<file path="src/rtl/muldiv_pkg.sv">
// Shared encodings for the iterative multiply/divide unit.
// Op and status codes match the hazard-control interface bit for bit.
package muldiv_pkg;

    localparam int XLEN_DEF  = 16;
    localparam int CNT_W_DEF = 5;

    typedef enum logic [1:0] {
        OP_MUL  = 2'b00,
        OP_MULH = 2'b01,
        OP_DIV  = 2'b10,
        OP_REM  = 2'b11
    } op_e;

    typedef enum logic [1:0] {
        ST_IDLE = 2'b00,
        ST_DONE = 2'b01,
        ST_BUSY = 2'b10,
        ST_LAST = 2'b11
    } status_e;

    function automatic logic is_div_op(input op_e op);
        return (op == OP_DIV) || (op == OP_REM);
    endfunction

    // MULH and REM take their result from the upper accumulator half.
    function automatic logic takes_hi(input op_e op);
        return (op == OP_MULH) || (op == OP_REM);
    endfunction

endpackage

</file>
<file path="src/rtl/muldiv_step.sv">
// One combinational iteration: shift-add multiply or restoring divide
// over the {acc_hi, acc_lo} accumulator pair.
module muldiv_step
    import muldiv_pkg::*;
#(
    parameter int XLEN = XLEN_DEF
) (
    input  op_e             op,
    input  logic [XLEN-1:0] acc_hi,
    input  logic [XLEN-1:0] acc_lo,
    input  logic [XLEN-1:0] operand,
    output logic [XLEN-1:0] acc_hi_nxt,
    output logic [XLEN-1:0] acc_lo_nxt
);

    logic [XLEN:0] sum;
    logic [XLEN:0] rem_sh;
    logic [XLEN:0] diff;

    always_comb begin
        sum    = {1'b0, acc_hi} + (acc_lo[0] ? {1'b0, operand} : '0);
        rem_sh = {acc_hi, acc_lo[XLEN-1]};
        // Remainder stays below the divisor, so diff[XLEN] is exactly the borrow.
        diff   = rem_sh - {1'b0, operand};
        if (is_div_op(op)) begin
            if (!diff[XLEN]) begin
                acc_hi_nxt = diff[XLEN-1:0];
                acc_lo_nxt = {acc_lo[XLEN-2:0], 1'b1};
            end else begin
                acc_hi_nxt = rem_sh[XLEN-1:0];
                acc_lo_nxt = {acc_lo[XLEN-2:0], 1'b0};
            end
        end else begin
            acc_hi_nxt = sum[XLEN:1];
            acc_lo_nxt = {sum[0], acc_lo[XLEN-1:1]};
        end
    end

endmodule

</file>
<file path="src/rtl/muldiv_iter.sv">
// Iterative unsigned MUL/MULH/DIV/REM for the EX stage; drives alu_status to hazard control.
// Optional MULDIV_EARLY_EXIT_EN shortens multiplies once the remaining multiplier bits are zero.
module muldiv_iter
    import muldiv_pkg::*;
#(
    parameter int XLEN  = XLEN_DEF,
    parameter int CNT_W = CNT_W_DEF
) (
    input  logic            clk,
    input  logic            rst_n,
    input  logic            start,
    input  logic [1:0]      op,
    input  logic [XLEN-1:0] src_a,
    input  logic [XLEN-1:0] src_b,
    input  logic [3:0]      rd_in,
    input  logic            flush,
    output logic [1:0]      alu_status,
    output logic [XLEN-1:0] result,
    output logic [3:0]      rd_out,
    output logic            result_valid
);

    status_e         state_q, state_d;
    logic [CNT_W-1:0] cnt_q, cnt_d;
    op_e             op_q, op_d;
    logic [XLEN-1:0] acc_hi_q, acc_hi_d;
    logic [XLEN-1:0] acc_lo_q, acc_lo_d;
    logic [XLEN-1:0] opnd_q, opnd_d;
    logic [3:0]      rd_q, rd_d;
    logic            dz_q, dz_d;
    logic [XLEN-1:0] step_hi, step_lo;
    op_e             op_in;
    logic            done_vis;
`ifdef MULDIV_EARLY_EXIT_EN
    logic            ee_q, ee_d;
    logic [XLEN-1:0] rem_bits;
    logic [CNT_W-1:0] sh_amt;
`endif

    assign op_in = op_e'(op);

    muldiv_step #(.XLEN(XLEN)) u_step (
        .op        (op_q),
        .acc_hi    (acc_hi_q),
        .acc_lo    (acc_lo_q),
        .operand   (opnd_q),
        .acc_hi_nxt(step_hi),
        .acc_lo_nxt(step_lo)
    );

    always_comb begin
        state_d  = state_q;
        cnt_d    = cnt_q;
        op_d     = op_q;
        acc_hi_d = acc_hi_q;
        acc_lo_d = acc_lo_q;
        opnd_d   = opnd_q;
        rd_d     = rd_q;
        dz_d     = dz_q;
`ifdef MULDIV_EARLY_EXIT_EN
        ee_d     = ee_q;
        rem_bits = '0;
        sh_amt   = '0;
`endif
        case (state_q)
            ST_IDLE, ST_DONE: begin
                state_d = ST_IDLE;
                if (start && !flush) begin
                    op_d     = op_in;
                    rd_d     = rd_in;
                    cnt_d    = '0;
                    acc_hi_d = '0;
                    opnd_d   = is_div_op(op_in) ? src_b : src_a;
                    acc_lo_d = is_div_op(op_in) ? src_a : src_b;
                    dz_d     = is_div_op(op_in) && (src_b == '0);
`ifdef MULDIV_EARLY_EXIT_EN
                    ee_d     = 1'b0;
`endif
                    state_d  = ST_BUSY;
                    // Divide by zero: preload the defined answer and let LAST hold it.
                    if (is_div_op(op_in) && (src_b == '0)) begin
                        acc_hi_d = src_a;
                        acc_lo_d = '1;
                        state_d  = ST_LAST;
                    end
                end
            end
            ST_BUSY: begin
                if (flush) begin
                    state_d = ST_IDLE;
                end else begin
                    acc_hi_d = step_hi;
                    acc_lo_d = step_lo;
                    cnt_d    = cnt_q + 1'b1;
                    if (cnt_q == CNT_W'(XLEN - 2)) state_d = ST_LAST;
`ifdef MULDIV_EARLY_EXIT_EN
                    // Low bits of acc_lo still hold unconsumed multiplier bits.
                    rem_bits = step_lo << (cnt_q + 1'b1);
                    if (!is_div_op(op_q) && (rem_bits == '0)) begin
                        state_d = ST_LAST;
                        ee_d    = 1'b1;
                    end
`endif
                end
            end
            ST_LAST: begin
                if (flush) begin
                    state_d = ST_IDLE;
                end else begin
                    state_d = ST_DONE;
`ifdef MULDIV_EARLY_EXIT_EN
                    if (ee_q) begin
                        sh_amt = CNT_W'(XLEN) - cnt_q;
                        {acc_hi_d, acc_lo_d} = {acc_hi_q, acc_lo_q} >> sh_amt;
                    end else if (!dz_q) begin
                        acc_hi_d = step_hi;
                        acc_lo_d = step_lo;
                    end
`else
                    if (!dz_q) begin
                        acc_hi_d = step_hi;
                        acc_lo_d = step_lo;
                    end
`endif
                end
            end
            default: state_d = ST_IDLE;
        endcase
    end

    always_ff @(posedge clk or negedge rst_n) begin
        if (!rst_n) begin
            state_q  <= ST_IDLE;
            cnt_q    <= '0;
            op_q     <= OP_MUL;
            acc_hi_q <= '0;
            acc_lo_q <= '0;
            opnd_q   <= '0;
            rd_q     <= '0;
            dz_q     <= 1'b0;
`ifdef MULDIV_EARLY_EXIT_EN
            ee_q     <= 1'b0;
`endif
        end else begin
            state_q  <= state_d;
            cnt_q    <= cnt_d;
            op_q     <= op_d;
            acc_hi_q <= acc_hi_d;
            acc_lo_q <= acc_lo_d;
            opnd_q   <= opnd_d;
            rd_q     <= rd_d;
            dz_q     <= dz_d;
`ifdef MULDIV_EARLY_EXIT_EN
            ee_q     <= ee_d;
`endif
        end
    end

    // A flushed DONE cycle looks like IDLE so status and valid never disagree.
    assign done_vis     = (state_q == ST_DONE) && !flush;
    assign alu_status   = ((state_q == ST_DONE) && flush) ? ST_IDLE : state_q;
    assign result_valid = done_vis;
    assign result       = done_vis ? (takes_hi(op_q) ? acc_hi_q : acc_lo_q) : '0;
    assign rd_out       = done_vis ? rd_q : '0;

    a_start_while_busy: assert property (@(posedge clk) disable iff (!rst_n)
        !(start && ((state_q == ST_BUSY) || (state_q == ST_LAST))));

endmodule

</file>
<file path="config.mk">
export PLATFORM = sky130hd
export DESIGN_NAME = muldiv_iter
export DESIGN_NICKNAME = d
export VERILOG_FILES = /design/src/rtl/muldiv_pkg.sv /design/src/rtl/muldiv_step.sv /design/src/rtl/muldiv_iter.sv
export SDC_FILE = /design/constraint.sdc
export NUM_CORES = 1
export LEC_CHECK = 0
export ABC_CLOCK_PERIOD_IN_PS = 3500
export CAP_MARGIN = 20
export CORE_ASPECT_RATIO = 1.4
export CORE_UTILIZATION = 40
export CTS_CLUSTER_DIAMETER = 50
export DETAILED_ROUTE_END_ITERATION = 16
export GPL_ROUTABILITY_DRIVEN = 0
export GPL_TIMING_DRIVEN = 0
export PLACE_DENSITY_LB_ADDON = 0.15
export SYNTH_ARGS = -nofsm -noshare
export SYNTH_HDL_FRONTEND = slang
export SYNTH_HIERARCHICAL = 1
export SYNTH_SLANG_ARGS = --single-unit
</file>
<file path="constraint.sdc">
create_clock -name clk -period 3.5 [get_ports clk]
set_input_delay 1.05 -clock clk [delete_from_list [all_inputs] [get_ports clk]]
set_output_delay 1.05 -clock clk [all_outputs]
set_load 0.01 [all_outputs]
</file>
# After elaboration in Yosys (flattened, before gate mapping)
# Cells that the tools add are included.
[totals] output_inout_bits=23 register_bits=62
[op_classes] n_mux=32 n_addsub=3 n_reduce_logical=15 eq_ne=14
[op_table] cell="$mux W16" count=18
[op_table] cell="$pmux W16 S3" count=2
[op_table] cell="$add A16 B17 Y17" count=1
[op_table] cell="$sub A17 B16 Y17" count=1
[op_table] cell="$logic_not A16 Y1" count=1
[op_table] cell="$eq A2 B2 Y1 const B" count=6
[op_table] cell="$mux W5" count=2
[op_table] cell="$pmux W5 S2" count=1
[op_table] cell="$mux W2" count=4
[op_table] cell="$ne A2 B2 Y1 const B" count=4
[op_table] cell="$pmux W2 S3" count=1
[op_table] cell="$add A5 B1 Y5 const B" count=1
[op_table] cell="$eq A5 B4 Y1 const B" count=1
[op_table] cell="$eq A2 B1 Y1 const B" count=2
[op_table] cell="$logic_and A1 B1 Y1" count=4
[op_table] cell="$mux W4" count=1
[op_table] cell="$reduce_and A4 Y1" count=1
[op_table] cell="$logic_or A1 B1 Y1" count=3
[op_table] cell="$mux W1" count=3
[op_table] cell="$ne A3 B3 Y1 const B" count=1
[op_table] cell="$reduce_and A3 Y1" count=1
[op_table] cell="$logic_not A2 Y1" count=1
[op_table] cell="$reduce_and A2 Y1" count=1
[op_table] cell="$reduce_bool A2 Y1" count=1
[op_table] cell="2 further kinds" count=2

# Depth between registers and ports, before layout
[logic_depth] ltp_word=6 ltp_mapped=13 depth_no_buf=12

# By module
# The synthesis kept the hierarchy.
[modules_own_cells] mod="muldiv_iter" n_inst=1 area_each_um2=3365.7 cells_each=368 seq_area_each_um2=1551.5
[modules_own_cells] mod="muldiv_step" n_inst=1 area_each_um2=2179.6 cells_each=305 seq_area_each_um2=0.0

# Worst setup path after synthesis
# No wires, ideal clock.
[synth_timing] path_type="register -> register" from="register acc_lo_q[0]" to="register acc_hi_q[13]" t_arrival_ps=2775 slack_ps=584 path_stages_with_launch=14 n_path_buf=1 setup_ps=141 t_required_ps=3359 period_less_slack_ps=2916 path_cell_list="dfrtp_1 clkbuf_1 and2_1 ha_1 fa_1 a211oi_1 o211ai_1 a221oi_1 o21ai_0 xnor2_1 nor2_1 a31o_1 nand2_1 a31oi_1"
[synth_via] elab_chain_len=6 word_cells_on_any_way=7 cone_classes="add/sub: 1; mux: 6"
[synth_lines] item="start, declared" line="muldiv_iter.sv:27" rtl="logic [XLEN-1:0] acc_lo_q, acc_lo_d;"
[synth_lines] item="start signal, assigned" line="muldiv_iter.sv:149" rtl="acc_lo_q <= acc_lo_d;"
[synth_lines] item="$mux W16 (*)" line="muldiv_step.sv:21" rtl="sum = {1'b0, acc_hi} + (acc_lo[0] ? {1'b0, operand} : '0);"
[synth_lines] item="$add A16 B17 Y17 (*)" line="muldiv_step.sv:21"
[synth_lines] item="$mux W16 (*)" line="muldiv_step.sv:25" rtl="if (is_div_op(op)) begin"
[synth_lines] item="named net step_hi[13]" line="muldiv_iter.sv:31" rtl="logic [XLEN-1:0] step_hi, step_lo;"
[synth_lines] item="$mux W16" line="muldiv_iter.sv:120" rtl="if (!dz_q) begin"
[synth_lines] item="$mux W16" line="muldiv_iter.sv:107" rtl="if (flush) begin"
[synth_lines] item="$pmux W16 S3 (*)" line="muldiv_iter.sv:65" rtl="case (state_q)"
[synth_lines] item="end signal, assigned" line="muldiv_iter.sv:148" rtl="acc_hi_q <= acc_hi_d;"
[synth_lines] item="end, declared" line="muldiv_iter.sv:26" rtl="logic [XLEN-1:0] acc_hi_q, acc_hi_d;"
# Mark *: on every way through the listed nets, which the timed path passes. The rest lies on a longest branch. The select of a mux whose other input is x is not followed.
# A chain may end at the register's enable or synchronous reset.

# Worst setup path in the final report
[layout_timing] from="register acc_lo_q[15]" to="register acc_hi_q[15]"
[layout_via] elab_chain_len=6 word_cells_on_any_way=7 cone_classes="add/sub: 1; mux: 6"
[layout_lines] item="$sub A17 B16 Y17 (*)" line="muldiv_step.sv:24" rtl="diff = rem_sh - {1'b0, operand};"
[layout_lines] item="$mux W16 (*)" line="muldiv_step.sv:26" rtl="if (!diff[XLEN]) begin"
[layout_lines] item="$mux W16 (*)" line="muldiv_step.sv:25"
[layout_lines] item="named net step_hi[15]" line="muldiv_iter.sv:31"
[layout_lines] item="$mux W16" line="muldiv_iter.sv:120"
[layout_lines] item="$mux W16" line="muldiv_iter.sv:107"
[layout_lines] item="$pmux W16 S3 (*)" line="muldiv_iter.sv:65"
# Marked as above.

==> summary.md <==
| Metric | Value |
|---|---|
| Diode insertion count for antenna repair | `0` |
| Worst clock skew on the final layout | `7.37 ps` |
| Final-layout worst hold slack | `471 ps` |
| Overall via count from detail_route | `5300` |
| Width of the chip | `102 um` |
| Biggest area contributors in the synthesized netlist | `sky130_fd_sc_hd__dfrtp_1 28%, sky130_fd_sc_hd__mux2i_1 10%, sky130_fd_sc_hd__ha_1 7.7%, sky130_fd_sc_hd__nor2_1 5.6%, sky130_fd_sc_hd__nand2_1 4.9%` |
| Leakage power | `2.97 nW` |
| Share of layout cells above drive strength 1 | `0.0966` |
| Placement row count | `50` |
| Endpoint of the lowest-slack register-to-register path | `acc_hi_q[15]$_DFFE_PN0P_` |
| Number of search-and-repair iterations in the first detailed-routing pass | `6` |
| CTS tree | `built` |
| DRT iter0 DRCs | `280` |
| Switching Fraction | `0.423` |
| Gate Count Post-Synth | `673` |
| Total congestion overflow | `0` |
| Sequential share of the synthesized area | `0.280` |
| Die Footprint | `0.0143 mm2` |
| Filler-free cell count of the finished design | `938` |
| Yosys Warn Count | `6` |
| Worst slew margin relative to its limit | `0.413` |
| Clock transition at path regs | `50 ps` |
| Tightest Pin Transition | `881 ps` |
| Count of final max-slew check failures | `0` |
| Worst reg2reg path depth | `13` |
| Async set-reset flop share out of synthesis | `1.00` |
| Kind of start point of the critical path | `flop` |
| Clock Power Share | `0.211` |
| Final count of hold timing violations | `0` |
| Most repeated cell in the gate-level netlist after synthesis | `sky130_fd_sc_hd__nor2_1` |
| Area share of the leading cell type in the synthesized netlist | `0.280` |
| Critical path's slowest cell | `sky130_fd_sc_hd__fa_1` |
| Required time of the worst setup path | `3740 ps` |
| Commonest cells in the synthesized netlist | `82 x sky130_fd_sc_hd__nor2_1, 72 x sky130_fd_sc_hd__nand2_1, 62 x sky130_fd_sc_hd__dfrtp_1` |
| Min-delay src | `rd_q[1]$_DFFE_PN0P_` |
| Placed Instances | `918` |
| Maximum number of pins on one net before global-route repair | `63` |
| Detailed placement HPWL | `14200 um` |
| Fill cell total of the finished layout | `1333` |
| Power consumption | `0.00423 W` |
| Clock Path Buffers | `2` |
| Fmax achieved | `296 MHz` |
| Via density per instance | `5.65` |
| Net Switching | `0.00179 W` |
| Initial antenna violation count | `0` |
| Sink of the worst hold path | `rd_q[1]$_DFFE_PN0P_` |
| Result of the run | `complete, no violations` |
| I/O Buffers | `63` |
| Critical Path Most Common Cell | `sky130_fd_sc_hd__a31oi_1` |
| Type of the tightest min-delay check | `flop to flop` |
| Int Power | `0.00244 W` |
| Detailed-route DRC error count | `0` |
| Effective utilization at floorplan | `0.412` |
| Chip height | `141 um` |
| Number of max-capacitance violations reported | `0` |
| Count of pins on the block boundary | `65` |
| Startpoint of the lowest-slack register-to-register path | `acc_lo_q[15]$_DFFE_PN0P_` |
| Largest fanout on the critical path | `10` |
| Internal reg-to-reg setup slack | `120 ps` |
| Layout overhead on the synthesized area | `22.2%` |
| Deepest level of the CTS H-tree | `3` |
| Netlist area before placement | `0.00555 mm2` |
| Synthesized area per cell | `8.24 um2` |
| Post-synthesis cell type with the largest combined area | `sky130_fd_sc_hd__dfrtp_1` |
| CP Cell Sequence | `inv_1 > ha_1 > fa_1 > and2b_1 > o31a_4 > o21ai_4 > o311ai_4 > xor2_4 > buf_4 > o311ai_1 > a31oi_1 > nand2_1 > a31oi_1` |
| Number of different library cells in the post-synthesis netlist | `60` |
| Arrival time of data at the critical path endpoint | `3630 ps` |
| Count of flip-flops with a built-in enable after synthesis | `0` |
| Layout net count | `829` |
| Vias in the first global route | `5475` |
| Setup TNS | `0 ps` |
| Placeable Area | `0.0135 mm2` |
| Type of the worst setup path | `flop to flop` |
| Min-Delay Path Depth | `2` |
| Mapped Nets | `751` |
| Peak VDD IR | `0.000334 V` |
| CTS root buffer | `sky130_fd_sc_hd__clkbuf_16` |
| Setup violation total in the final timing report | `0` |
| Leading register cell type out of synthesis | `sky130_fd_sc_hd__dfrtp_1` |
| TritonCTS sink count | `62` |
| Clk_lat worst skew | `330 ps` |
| Post-synthesis sequential element count | `62` |
| Crit path capture type | `flop` |
| Sum of routed wire length over all layers | `17900 um` |
| Sequential share of power | `0.249` |
| Logic gate share of total power | `0.539` |
| Routed WL per cell | `19.1 um` |
| Number of buffers added to fix hold violations after cts | `0` |
| Global routing usage summed across all routing layers | `0.260` |
| Post-DRT Antenna Nets | `0` |
| Period minus WS final | `3380 ps` |
| Power per cell area | `624 mW/mm2` |
| Largest stage delay on the critical path | `420 ps` |
| Number of buffers inserted during clock tree synthesis | `9` |
| Period utilisation layout | `0.966` |
| Global-route wire length before repair | `28200 um` |
-- worst max-delay path: cells and delay by family (launching register included) --
kind	cells	cell delay (ps)
XOR/XNOR	1	310
AO/OA/AOI/OAI	6	1210
buffers and inverters	2	380
AND/OR/NAND/NOR	2	320
adder cells (fa/ha/maj)	2	690
flip-flops	1	370
-- state kept, by name, indices dropped and copies added (netlist names) --
signal and count:
acc_hi_q 16, acc_lo_q 16, cnt_q 5, dz_q 1, op_q 2, opnd_q 16
rd_q 4, state_q 2
-- cell type report --
class	count	area (um2)	share of cell area
Buffer	39	198	0.0292
Timing Repair Buffer	68	649	0.0958
Clock buffer	12	256	0.0379
Multi-Input combinational cell	538	3720	0.549
Clock inverter	4	45.0	0.00665
Inverter	33	124	0.0183
Tap cell	182	228	0.0336
Sequential cell	62	1550	0.229
-- repair_timing --
action                     4_1_cts  5_1_grt
hold endpoints to repair         0        0
resized for setup               20        4
pin swaps                        1        1
setup endpoints to repair       23       15
buffers inserted                 1        4
-- metrics by stage --
step,utilization,cell area (um2),setup WS (ps)
2_1_floorplan,-,5550,584
3_3_place_gp,0.476,6400,-801
3_5_place_dp,0.476,6400,-846
4_1_cts,0.501,6740,0.710
5_1_grt,0.504,6780,-3.68
6_report,0.504,6780,119
-- worst max-delay path by stage --
stage	depth (start not counted)	from	end
6_report	13	acc_lo_q[15]$_DFFE_PN0P_	acc_hi_q[15]$_DFFE_PN0P_
4_1_cts	13	acc_lo_q[15]$_DFFE_PN0P_	acc_hi_q[15]$_DFFE_PN0P_
2_1_floorplan	13	acc_lo_q[0]$_DFFE_PN0P_	acc_hi_q[13]$_DFFE_PN0P_
3_5_place_dp	6	flush	result[9]
5_1_grt	12	acc_lo_q[0]$_DFFE_PN0P_	acc_hi_q[9]$_DFFE_PN0P_
3_3_place_gp	6	flush	result[9]
-- routing by layer --
metal / part of all wire / track usage / wire length (um) / vias to the layer above
met5: 0 / 0 / 0 / -
met4: 0.030 / 0.114 / 545 / 0
met3: 0.037 / 0.0345 / 666 / 34
met2: 0.54 / 0.482 / 9650 / 184
met1: 0.39 / 0.288 / 7080 / 2521
li1: - / - / - / 2561
-- power groups by stage --
stage	registers (W)	logic (W)	clock network [W]
4_1_cts	0.00105	0.00221	0.000901
2_1_floorplan	0.000975	0.00167	0
3_3_place_gp	0.00105	0.00215	0
6_report	0.00105	0.00228	0.000894
5_1_grt	0.00108	0.00249	0.000933
3_5_place_dp	0.00105	0.00219	0
-- kinds of logic (layout without fill, tap and decap cells) --
kind of cell	after synthesis	count (layout)	share of synthesized area
muxes	75	75	0.139
and+or+nand+nor	248	248	0.207
xor gates and xnor gates	26	26	0.0424
AOI/OAI and AO/OA	153	153	0.193
adders and majority gates	36	36	0.0839
buffers and inverters	73	156	0.0546
DFF	62	62	0.280
-- cell usage in the layout (no fill, tap or decap), drive strengths merged, types with 3 or more instances in the layout --
cell type       n
nand2b          4
clkbuf         45
a21oi          28
a21o            9
buf            13
and2           18
nor3           19
ha             34
dfrtp          62
clkinv          4
inv            32
a211oi         21
o21a            5
a31oi          25
o21ai          38
nand2          72
mux2           17
o311ai          3
nor2           82
and3            6
mux2i          58
xor2           13
xnor2          13
nor2b           3
clkdlybuf4s50  52
dlygate4sd2     9
o221ai          3
nand4          22
a221oi          3
nand3          12
Power figures use the tool's default switching activity.
==> RTL change 1 (same flow settings) <==
The option `MULDIV_EARLY_EXIT_EN` is turned on by a define.
--- a/src/rtl/muldiv_iter.sv
+++ b/src/rtl/muldiv_iter.sv
@@ -1,5 +1,7 @@
 // Iterative unsigned MUL/MULH/DIV/REM for the EX stage; drives alu_status to hazard control.
 // Optional MULDIV_EARLY_EXIT_EN shortens multiplies once the remaining multiplier bits are zero.
+`define MULDIV_EARLY_EXIT_EN
+
 module muldiv_iter
     import muldiv_pkg::*;
 #(
Function: changed (Yosys sat finds a counterexample within 4 cycles, from zero or initial values and one cycle with rst_n low).
==> RTL change 1 against the unedited design <==
The flow now finishes with violations (setup timing). Critical path type unchanged. Cell count up 40%. Wire length increased by 91%. Synthesized cell count grew 44%. Design area increased by 42%. First-iteration DRC count rose to 3.6 times the old value. Sequential cell count grew 1. Clock skew is 0.0027 ns higher. Core utilization shrank 0.71 points. Worst setup slack lost 0.16 ns. Total power grew 93%. Area after synthesis up 44%.
==> RTL change 1: results (changes against the unedited design) <==
{
  "run_status": {"value": "finished, violations left"},
  "failed_checks": {"value": "setup timing"},
  "seq_cell_count": {"value": 63, "change": "+1.6%"},
  "postLayoutSetupSlackWorst": {"value": -0.03588, "unit": "ns", "change": "-0.1552 ns"},
  "worst_r2r_startpoint": {"value": "op_q[1]"},
  "cellInternalPower": {"value": 3949, "unit": "uW", "change": "+62%"},
  "final.setup_skew": {"value": 0.01006, "unit": "ns", "change": "+0.002685 ns"},
  "track_usage": {"value": 33.67, "unit": "%", "change": "+7.7 points"},
  "postRouteWirelength": {"value": 34240, "unit": "um", "change": "+91%"},
  "dp.final_hpwl": {"value": 25580, "unit": "um", "change": "+80%"},
  "worst_hold_slack": {"value": 0.4642, "unit": "ns", "change": "-0.006270 ns"},
  "cts_setup_buffers": {"value": 10, "change": "+9"},
  "core_region_area": {"value": 19370, "unit": "um2", "change": "+44%"},
  "ys_top_cells_by_count": {"value": "sky130_fd_sc_hd__nand2_1 (99), sky130_fd_sc_hd__nor2_1 (98), sky130_fd_sc_hd__mux2i_1 (84), sky130_fd_sc_hd__o21ai_0 (68), sky130_fd_sc_hd__dfrtp_1 (63)"},
  "buffers_excl_clock": {"value": 146, "change": "+36%"},
  "timing.critical_path.arrival": {"value": 3.79, "unit": "ns", "change": "+0.16 ns"},
  "grt_pass1_vias": {"value": 8419, "change": "+54%"},
  "power_leakage": {"value": 0.003929, "unit": "uW", "change": "+32%"},
  "synth_cell_types": {"value": 78, "change": "+30%"},
  "clock_tree_area_fraction": {"value": 3.355, "unit": "%", "change": "-1.1 points"},
  "setup-violations-final": {"value": 1, "change": "+1"},
  "filler_cell_count": {"value": 1958, "change": "+47%"},
  "synth_cells": {"value": 972, "change": "+44%"},
  "first_pass_grt_wire_length": {"value": 50900, "unit": "um", "change": "+80%"},
  "place_area": {"value": 8900, "unit": "um2", "change": "+39%"},
  "layout.nonclk_buf_share": {"value": 11.56, "unit": "%", "change": "-0.94 points"},
  "critical_path.max_stage_delay": {"value": 0.49, "unit": "ns", "change": "+0.07 ns"},
  "number_of_vias_per_cell": {"value": 6.538, "change": "+16%"},
  "dp_cells": {"value": 1282, "change": "+40%"},
  "clock_buffers": {"value": 10, "change": "-2"},
  "share_clk_of_total_power": {"value": 12.2, "unit": "%", "change": "-8.9 points"},
  "maximum_number_of_pins_on_one_net_before_global_route_repair": {"value": 64, "change": "+1.6%"},
  "critical_path.slowest_cell": {"value": "sky130_fd_sc_hd__clkbuf_2"}
}
==> RTL change 1: cell types whose count changed after synthesis, sizes merged, moves of 21 or more <==
| cell | delta |
|---|---|
| o21ai | +32 |
| a21oi | +30 |
| mux4 | +28 |
| nand2 | +27 |
| mux2i | +26 |
| buf | +21 |
==> RTL change 1: routing by layer <==
layer  vias up  part of all wire, %  track usage [%]
met5         -                    0                0
met4         0                  9.5            27.00
met3       181                  6.9            5.997
met2       480                   48            56.30
met1      4111                   36            37.14
li1       3826                    -                -
==> RTL change 1: cells by family (layout without fill, tap and decap cells) <==
group,count (synthesis),after routing,share of synthesized area (%)
xor gates and xnor gates,32,32,3.610
and+or+nand+nor,309,309,17.96
AOI/OAI and AO/OA,280,280,23.81
DFF,63,63,19.78
adders and majority gates,37,37,5.996
muxes,146,146,23.26
buffers and inverters,105,200,5.588
==> RTL change 2 (same flow settings) <==
Made on the original files. Reset style: synchronous (`rst_n`), changed in one clocked block.
--- a/src/rtl/muldiv_iter.sv
+++ b/src/rtl/muldiv_iter.sv
@@ -128,7 +128,7 @@
         endcase
     end
 
-    always_ff @(posedge clk or negedge rst_n) begin
+    always_ff @(posedge clk) begin
         if (!rst_n) begin
             state_q  <= ST_IDLE;
             cnt_q    <= '0;
Check against the original RTL: differs if rst_n is asserted again (counterexample within 4 cycles, from zero or initial values and one cycle with rst_n low); with rst_n held inactive, the same outputs for 10 cycles.
==> RTL change 2 against the unedited design <==
Design area shrank 1.6%. Critical endpoint is now acc_hi_q[15]. Global-route usage grew 0.31 points. Area after synthesis shrank 1.8%. Worst setup slack lost 0.035 ns. Largest cell class unchanged. Sequential cell count is the same. Cell count shrank 0.21%. Wire length grew 0.77%. Critical path type unchanged.
Power is not compared: it rests on default switching activity, and its combinational part moved more than twofold at a synthesized area within 25%.
==> RTL change 2: results (changes against the unedited design) <==
{
  "worst_hold_slack": {"value": 0.4554, "unit": "ns", "change": "-0.01516 ns"},
  "run_status": {"value": "finished, final reports clean"},
  "maximum_number_of_pins_on_one_net_before_global_route_repair": {"value": 11, "change": "-83%"},
  "use_met1": {"value": 29.82, "unit": "%", "change": "+0.97 points"},
  "first_pass_grt_wire_length": {"value": 28430, "unit": "um", "change": "+0.66%"},
  "number_of_vias_per_cell": {"value": 5.718, "change": "+1.2%"},
  "minimum_clock_period": {"value": 3.416, "unit": "ns", "change": "+0.03547 ns"},
  "worstHoldEndpoint": {"value": "rd_q[1]"},
  "grt_pass1_vias": {"value": 5544, "change": "+1.3%"},
  "track_usage": {"value": 26.27, "unit": "%", "change": "+0.31 points"},
  "dp.final_hpwl": {"value": 14350, "unit": "um", "change": "+0.96%"},
  "firstDrtPassIters": {"value": 5, "change": "-1"},
  "tightest_slew": {"value": 0.8588, "unit": "ns", "change": "-0.02204 ns"},
  "post_route_cells_drive_above_1_share": {"value": 9.284, "unit": "%", "change": "-0.37 points"},
  "synth-async-reset-ratio": {"value": 0, "unit": "%", "change": "-100 points"},
  "filler_cell_count": {"value": 1346, "change": "+0.98%"},
  "final.setup_skew": {"value": 0.003992, "unit": "ns", "change": "-0.003381 ns"},
  "synth_fp_nets": {"value": 753, "change": "+0.27%"},
  "critical_path.endpoint": {"value": "acc_hi_q[15]"},
  "drt-initial-drc-count": {"value": 323, "change": "+15%"},
  "drt-wirelength-per-cell": {"value": 19.31, "unit": "um", "change": "+0.98%"},
  "place_area": {"value": 6305, "unit": "um2", "change": "-1.5%"},
  "final-instance-count-excl-fill": {"value": 936, "change": "-0.21%"},
  "hold_start": {"value": "rd_q[1]"},
  "pre_cts_slack": {"value": -0.8615, "unit": "ns", "change": "-0.01546 ns"},
  "final_cell_area_excluding_filler_cells": {"value": 6665, "unit": "um2", "change": "-1.6%"},
  "dp_cells": {"value": 920, "change": "+0.22%"},
  "synth-seq-area-share": {"value": 22.79, "unit": "%", "change": "-5.2 points"}
}
[RTL change 2: cell families after synthesis]
logic type      synth area share, %
buf+inv                       5.536
simple gates                  19.48
flops                         22.79
fa+ha+maj                     8.546
mux                           17.11
xor+xnor                      4.158
compound gates                22.38
[RTL change 2: area by class of cell]
cell class                      count  share of cell area, %
Buffer                             42                  3.079
Clock buffer                       13                  4.055
Clock inverter                      1                0.07509
Inverter                           30                  1.746
Multi-Input combinational cell    541                  59.13
Sequential cell                    62                  18.62
Tap cell                          182                  3.417
Timing Repair Buffer               65                  9.874
[RTL change 2: tightest hold or removal path: stages, from the launching register on]
cell	delay, ns
sky130_fd_sc_hd__dfxtp_1	0.31
sky130_fd_sc_hd__nand2_1	0.05
sky130_fd_sc_hd__a21oi_1	0.05
[RTL change 2: what timing repair did]
item | 4_1_cts | 5_1_grt
cloned | 1 | 0
hold buffers | 0 | 0
setup buffers | 1 | 0
setup endpoints to repair | 22 | 13
pin swaps | 1 | 0
gates resized for setup | 15 | 13
